File: src/rtl/timer_pkg.sv
// Shared constants and FSM state encoding for the down_timer block.
package timer_pkg;

  localparam int unsigned TIMER_WIDTH = 8;

  typedef enum logic [1:0] {
    IDLE = 2'd0,
    RUN  = 2'd1,
    DONE = 2'd2
  } timer_state_e;

endpackage

File: src/rtl/down_timer_if.sv
// Control/status bundle between a timer client (master) and down_timer (slave).
interface down_timer_if #(
  parameter int unsigned WIDTH = timer_pkg::TIMER_WIDTH
) ();

  logic [WIDTH-1:0] data_in;
  logic             load;
  logic             enable;
  logic             auto_reload;
  logic [WIDTH-1:0] count;
  logic             tc;
  logic             busy;
  logic             expired;

  modport master (
    output data_in, load, enable, auto_reload,
    input  count, tc, busy, expired
  );

  modport slave (
    input  data_in, load, enable, auto_reload,
    output count, tc, busy, expired
  );

endinterface

File: src/rtl/down_timer.sv
// Loadable down counter with one-shot / auto-reload terminal-count behaviour.
module down_timer
  import timer_pkg::*;
#(
  parameter int unsigned WIDTH = TIMER_WIDTH
) (
  input logic         clk,
  input logic         rst,
  down_timer_if.slave bus
);

  timer_state_e     state_q, state_n;
  logic [WIDTH-1:0] count_q, count_n;
  logic [WIDTH-1:0] reload_q, reload_n;
  logic             tc_q, tc_n;

  // State, counter, reload value and terminal-count pulse.
  always_ff @(posedge clk) begin
    if (rst) begin
      state_q  <= IDLE;
      count_q  <= '0;
      reload_q <= '0;
      tc_q     <= 1'b0;
    end else begin
      state_q  <= state_n;
      count_q  <= count_n;
      reload_q <= reload_n;
      tc_q     <= tc_n;
    end
  end

  // Next-state: load beats counting; only RUN decrements.
  always_comb begin
    state_n  = state_q;
    count_n  = count_q;
    reload_n = reload_q;
    tc_n     = 1'b0;

    if (bus.load) begin
      count_n  = bus.data_in;
      reload_n = bus.data_in;
      state_n  = (bus.data_in != '0) ? RUN : IDLE;
    end else if (state_q == RUN && bus.enable) begin
      if (count_q == WIDTH'(1)) begin
        // Terminal cycle: auto_reload matters only here.
        tc_n = 1'b1;
        if (bus.auto_reload) begin
          count_n = reload_q;
        end else begin
          count_n = '0;
          state_n = DONE;
        end
      end else begin
        count_n = count_q - WIDTH'(1);
      end
    end
  end

  assign bus.count   = count_q;
  assign bus.tc      = tc_q;
  assign bus.busy    = (state_q == RUN);
  assign bus.expired = (state_q == DONE);

endmodule

File: src/flat_wrapper.sv
// flat-port wrapper written by rule: the top's interface ports become plain ports
module down_timer_flat import timer_pkg::*;
#(
  parameter int unsigned WIDTH = TIMER_WIDTH
)
  (clk, rst, bus_data_in, bus_load, bus_enable, bus_auto_reload, bus_count, bus_tc, bus_busy, bus_expired);
  down_timer_if #(.WIDTH(WIDTH)) bus_i ();
  input logic clk;
  input logic rst;
  input wire logic [$bits(bus_i.data_in)-1:0] bus_data_in;
  input wire logic [$bits(bus_i.load)-1:0] bus_load;
  input wire logic [$bits(bus_i.enable)-1:0] bus_enable;
  input wire logic [$bits(bus_i.auto_reload)-1:0] bus_auto_reload;
  output wire logic [$bits(bus_i.count)-1:0] bus_count;
  output wire logic [$bits(bus_i.tc)-1:0] bus_tc;
  output wire logic [$bits(bus_i.busy)-1:0] bus_busy;
  output wire logic [$bits(bus_i.expired)-1:0] bus_expired;
  assign bus_i.data_in = bus_data_in;
  assign bus_i.load = bus_load;
  assign bus_i.enable = bus_enable;
  assign bus_i.auto_reload = bus_auto_reload;
  assign bus_count = bus_i.count;
  assign bus_tc = bus_i.tc;
  assign bus_busy = bus_i.busy;
  assign bus_expired = bus_i.expired;
  down_timer #(.WIDTH(WIDTH)) u_core (.clk(clk), .rst(rst), .bus(bus_i));
endmodule
File: config.mk
export PLATFORM = sky130hd
export DESIGN_NAME = down_timer_flat
export DESIGN_NICKNAME = d
export VERILOG_FILES = /design/src/rtl/timer_pkg.sv /design/src/rtl/down_timer_if.sv /design/src/rtl/down_timer.sv /design/src/flat_wrapper.sv
export SDC_FILE = /design/constraint.sdc
export NUM_CORES = 1
export LEC_CHECK = 0
export CAP_MARGIN = 20
export CORE_MARGIN = 4
export CORE_UTILIZATION = 53
export CTS_CLUSTER_DIAMETER = 150
export DETAILED_ROUTE_END_ITERATION = 10
export HOLD_SLACK_MARGIN = 0.03
export PLACE_DENSITY = 0.83
export REMOVE_ABC_BUFFERS = 1
export SLEW_MARGIN = 15
export SYNTH_ARGS = -nofsm -noshare
export SYNTH_HDL_FRONTEND = slang
export SYNTH_SLANG_ARGS = --single-unit
File: constraint.sdc
create_clock -name clk -period 3.47 [get_ports clk]
set_input_delay 0.5205 -clock clk [delete_from_list [all_inputs] [get_ports clk]]
set_output_delay 0.5205 -clock clk [all_outputs]
set_load 0.05 [all_outputs]
=== After elaboration in Yosys (flattened, before gate mapping) ===
Cells that the tools add are included.

* Add/sub/neg operators: 1
* Bitwise operators: 1
* Multiplexer cells: 10
* Eq/ne operators: 4
* Reduce and logical (&&, ||, !) cells: 6

{| class="wikitable"
|+ Operators by type and width
! cell !! count
|-
| 8-bit two-way mux || 4
|-
| 8-bit by 1-bit == test with 1-bit output (second input constant) || 1
|-
| 2-bit two-way mux || 4
|-
| 8-bit nonzero test || 1
|-
| 8-bit by 1-bit subtractor with 8-bit output (second input constant) || 1
|-
| 2-bit nonzero test || 2
|-
| 3-bit AND reduction || 1
|-
| 3-bit OR reduction || 1
|-
| 2-bit by 1-bit == test with 1-bit output (second input constant) || 1
|-
| 2-bit == test (second input constant) || 1
|-
| 1-bit two-way mux || 2
|-
| 2-bit inequality test (second input constant) || 1
|-
| 1-bit logical AND || 1
|-
| 1-bit inverter || 1
|}

* Logic and storage cells: 26
* Register bits after elaboration: 19

=== Depth between registers and ports, before layout ===
* Word-level depth: 4
* Gate-level depth with buffers: 7
* Mapped depth without buffers: 6

=== Worst setup path before layout ===
Ideal clock, no wire load.

* Kind: reg-to-reg
* Start: reg u_core.count_q[1], in the netlist u_core.bus.count[1]
* End: reg u_core.count_q[7], in the netlist u_core.bus.count[7]
* Arrival time: 1779 ps
* Path buffers: 1
* Slack: 1558 ps
* Library setup time: 132 ps
* Stages on the path, launching flop included: 8
* Data required time: 3338 ps
* Cell sequence: dfxtp_1 -> inv_1 -> ha_1 -> nor3b_2 -> buf_4 -> o211a_1 -> o221ai_1 -> a21oi_1

* Longest elaborated chain between the ends: 4
* Elaborated cells between the ends (all ways): 5

{| class="wikitable"
|+ Ends and longest elaborated chain
! what !! RTL line !! RTL
|-
| start, declared || down_timer.sv:13 || <nowiki>logic [WIDTH-1:0] count_q, count_n;</nowiki>
|-
| start signal, assigned || down_timer.sv:26 || <nowiki>count_q <= count_n;</nowiki>
|-
| 8-bit by 1-bit subtractor with 8-bit output / 8-bit by 1-bit == test with 1-bit output (equally long branches) || down_timer.sv:54, down_timer.sv:44 ||
|-
| 8-bit two-way mux (*) || down_timer.sv:44 || <nowiki>if (count_q == WIDTH'(1)) begin</nowiki>
|-
| 8-bit two-way mux (*) || down_timer.sv:43 || <nowiki>end else if (state_q == RUN && bus.enable) begin</nowiki>
|-
| 8-bit two-way mux (*) || down_timer.sv:39 || <nowiki>if (bus.load) begin</nowiki>
|}

Every way passes the cells marked *; elsewhere a longest branch is shown, timed or not. The select of a mux whose other input is x is not followed.
A chain may end at the register's enable or synchronous reset.

=== Worst setup path in the final report ===
* Start: reg u_core.count_q[3], in the netlist u_core.bus.count[3]
* End: out bus_count[3]

{| class="wikitable"
|+ RTL lines
! what !! RTL line !! RTL
|-
| end, declared || flat_wrapper.sv:14 || <nowiki>output wire logic [$bits(bus_i.count)-1:0] bus_count;</nowiki>
|}

No word-level cell between the ends.

==> flow_summary.toml <==
[clock_network]
clk_path_buf_depth = 2
cts_root_buffer = "clkbuf_4"
cts.reportedPaths.clkPinSlew_ns = 0.11
cts_buffers = 3
cts_hold_buf = 0
worstSkewPairLatency_ns = 0.31
htree_levels = 1
cts_resized = 0
postCtsSetupRepairBufs = 0
cts_tree = "yes"
cts_sinks = 19

[setup_path]
worst-path-stages = 1
slowest_delay_ns = 0.87
arrival_ns = 1.73
crit_slowest_cell = "clkdlybuf4s50_1"
reg2reg_slack_ns = 1.37
crit_path_start_kind = "register"
reg2reg_depth = 5
cp-endpoint = "bus_count[3]"
r2r-start = "u_core.bus.count[0]"
crit_family = "buffers and inverters"
worstPathMaxFanout = 8
cp-startpoint = "u_core.bus.count[3]"
crit_path_end_kind = "primary output"
worstSetupPathType = "register to primary output"
r2r_end = "u_core.bus.count[3]"
critical_path_buf_inv_count = 1
cp.required_ns = 2.95
crit_chain = "clkdlybuf4s50_1"

[placement]
io_buffers = 23
gp_congestion = 0.8013
hpwl_mm = 1.900

[logic_synthesis]
synthCells = 125
synth.largest_area_cell = "dfxtp_1"
synth-seq-area-share_pct = 35.14
ys_warn_count = 0
synth_area_um2 = 1082
synth.distinct_cells = 48
yosysTopAreaCellShare_pct = 35.14
syn_area_per_cell_um2 = 8.658
synth_seq_cells = 19
synth_area_leaders = "dfxtp_1 35%, a21oi_1 6.9%, nand2_1 5.5%"

[grt]
grt_pass1_vias = 976
grt_overflow = 0
grt_pass1_wl_mm = 4.236
grt_use_total_pct = 20.45
grt_max_degree = 20
grt_antenna_before_repair = 0
grt_use_met3_pct = 3.099
use_met2_pct = 34.71
busiest_layer = "met2"
use_met1_pct = 24.10

[sta]
finalSetupViolCount = 0
rsz0062_at_grt = "false"
relSlewSlack_pct = 43.65
finalCritPeriodShare_pct = 64.81
worst_pin_slew_ns = 0.8416
hold_violations = 0
slew_violations = 0
fin_worst_skew_ns = 0.01238
min_period_ns = 2.249
fmax_mhz = 444.6
holdWs_ns = 0.4915
setup_tns_ns = 0

[pwr]
peakVddDrop_v = 0.0003344
power.leakage_nw = 0.5023
cellPowerDensity_nw_per_um2 = 384.1

[floorplanning]
die_w_um = 53.19
pin_count = 24
rows = 16
fp.coreArea_um2 = 1942
fp.dieArea_um2 = 2829
die_y_um = 53.19
start_util_pct = 55.73

[min_path]
whs_path_depth = 2
hp-class = "register to register"

[layout]
antenna_cells = 0
drive_gt1_share_pct = 12.59
area_delta_synth_final_pct = 22.89
final_util_pct = 68.49
nNetsFinal = 159

[job]
max-cap-violations = 0

[status]
outcome = "finished clean"

[drt]
vias = 1044
antenna_left = 0
route.detailed.drc = 0
drt_first_pass_iters = 4
routed_wl_mm = 2.611
viasPerCell = 6.141
drt_iter0_markers = 53
wl_per_cell_um = 15.36
[state kept, by name, indices dropped and copies added (netlist names)]
register / count
u_core.reload_q: 8
u_core.bus.tc: 1
u_core.bus.count: 8
u_core.state_q: 2
[where the power goes]
part	switching [W]	internal, W
sequential	0.0000173	0.000231
clock	0.0000701	0.0000430
combinational	0.0000862	0.0000630
[how the worst min path moves through the flow]
stage | from | to | slack (ns)
global route | u_core.reload_q[5] | u_core.reload_q[5] | 0.51
global placement | u_core.reload_q[0] | u_core.reload_q[0] | 0.45
CTS | u_core.reload_q[0] | u_core.reload_q[0] | 0.48
finish | u_core.reload_q[5] | u_core.reload_q[5] | 0.49
floorplan | u_core.reload_q[0] | u_core.reload_q[0] | 0.43
detailed placement | u_core.reload_q[0] | u_core.reload_q[0] | 0.46
[cell usage in the layout, fill, tap and decap left out, types with 2 or more instances in the layout]
| master | n |
|---|---|
| nor2_1 | 7 |
| a21oi_1 | 15 |
| nor3_2 | 2 |
| dfxtp_1 | 19 |
| ha_1 | 2 |
| clkbuf_4 | 3 |
| o21ai_0 | 2 |
| a311oi_1 | 3 |
| clkdlybuf4s50_1 | 23 |
| inv_1 | 4 |
| o32ai_1 | 3 |
| nor2b_1 | 4 |
| mux2i_1 | 3 |
| nor4_1 | 2 |
| nand2_1 | 16 |
| xor2_1 | 3 |
| nor3_1 | 2 |
[per-layer routing]
layer	part of all wire, %	up-vias
li1	-	497
met1	41	483
met2	49	56
met3	8.0	8
met4	2.2	0
met5	0	-
[metrics by stage]
step | instances | cell area, um^2 | total power (W) | setup WS [ns]
6_report | 170 | 1330 | 0.0005109 | 1.221
5_1_grt | 170 | 1330 | 0.0005366 | 1.155
4_1_cts | 170 | 1330 | 0.0005121 | 1.214
3_5_place_dp | 166 | 1303 | 0.0004008 | 1.225
3_3_place_gp | 166 | 1303 | 0.0003980 | 1.273
2_1_floorplan | 115 | 1031 | 0.0003445 | 1.354
[cells in the mapped netlist (all sizes together)]
library cell / count
dfxtp: 19
nand2: 16
a21oi: 15
nor2: 7
buf: 6
clkbuf: 4
inv: 4
nor2b: 4
nor3: 4
o32ai: 4
a311oi: 3
mux2i: 3
nor4: 3
o21ai: 3
xor2: 3
a41o: 2
and3: 2
ha: 2
nor3b: 2
a211o: 1
a221oi: 1
a22o: 1
a22oi: 1
a2bb2oi: 1
a31oi: 1
and2: 1
and3b: 1
mux2: 1
nand3b: 1
nand4b: 1
o211a: 1
o21ba: 1
o221ai: 1
o22ai: 1
o31a: 1
or2: 1
or3b: 1
or4b: 1
[cell type report]
cell class	count	area, um^2
clock buffer	3	22.52
clock inverter	1	5.005
fill	166	611.8
inverter	4	15.01
multi-input combinational	92	635.6
sequential	19	380.4
tap	27	33.78
timing repair buffer	24	237.7
[kinds of logic (layout without fill, tap and decap cells)]
logic type	count (synthesis)	count (layout)	share of synthesized area, %
compound gates	38	38	25.55
xor+xnor	3	3	2.428
fa+ha+maj	2	2	2.312
buf+inv	14	32	6.127
flops	19	19	35.14
mux	4	4	3.815
simple gates	45	45	24.63
Note: power is estimated with default switching activity, not from simulation.
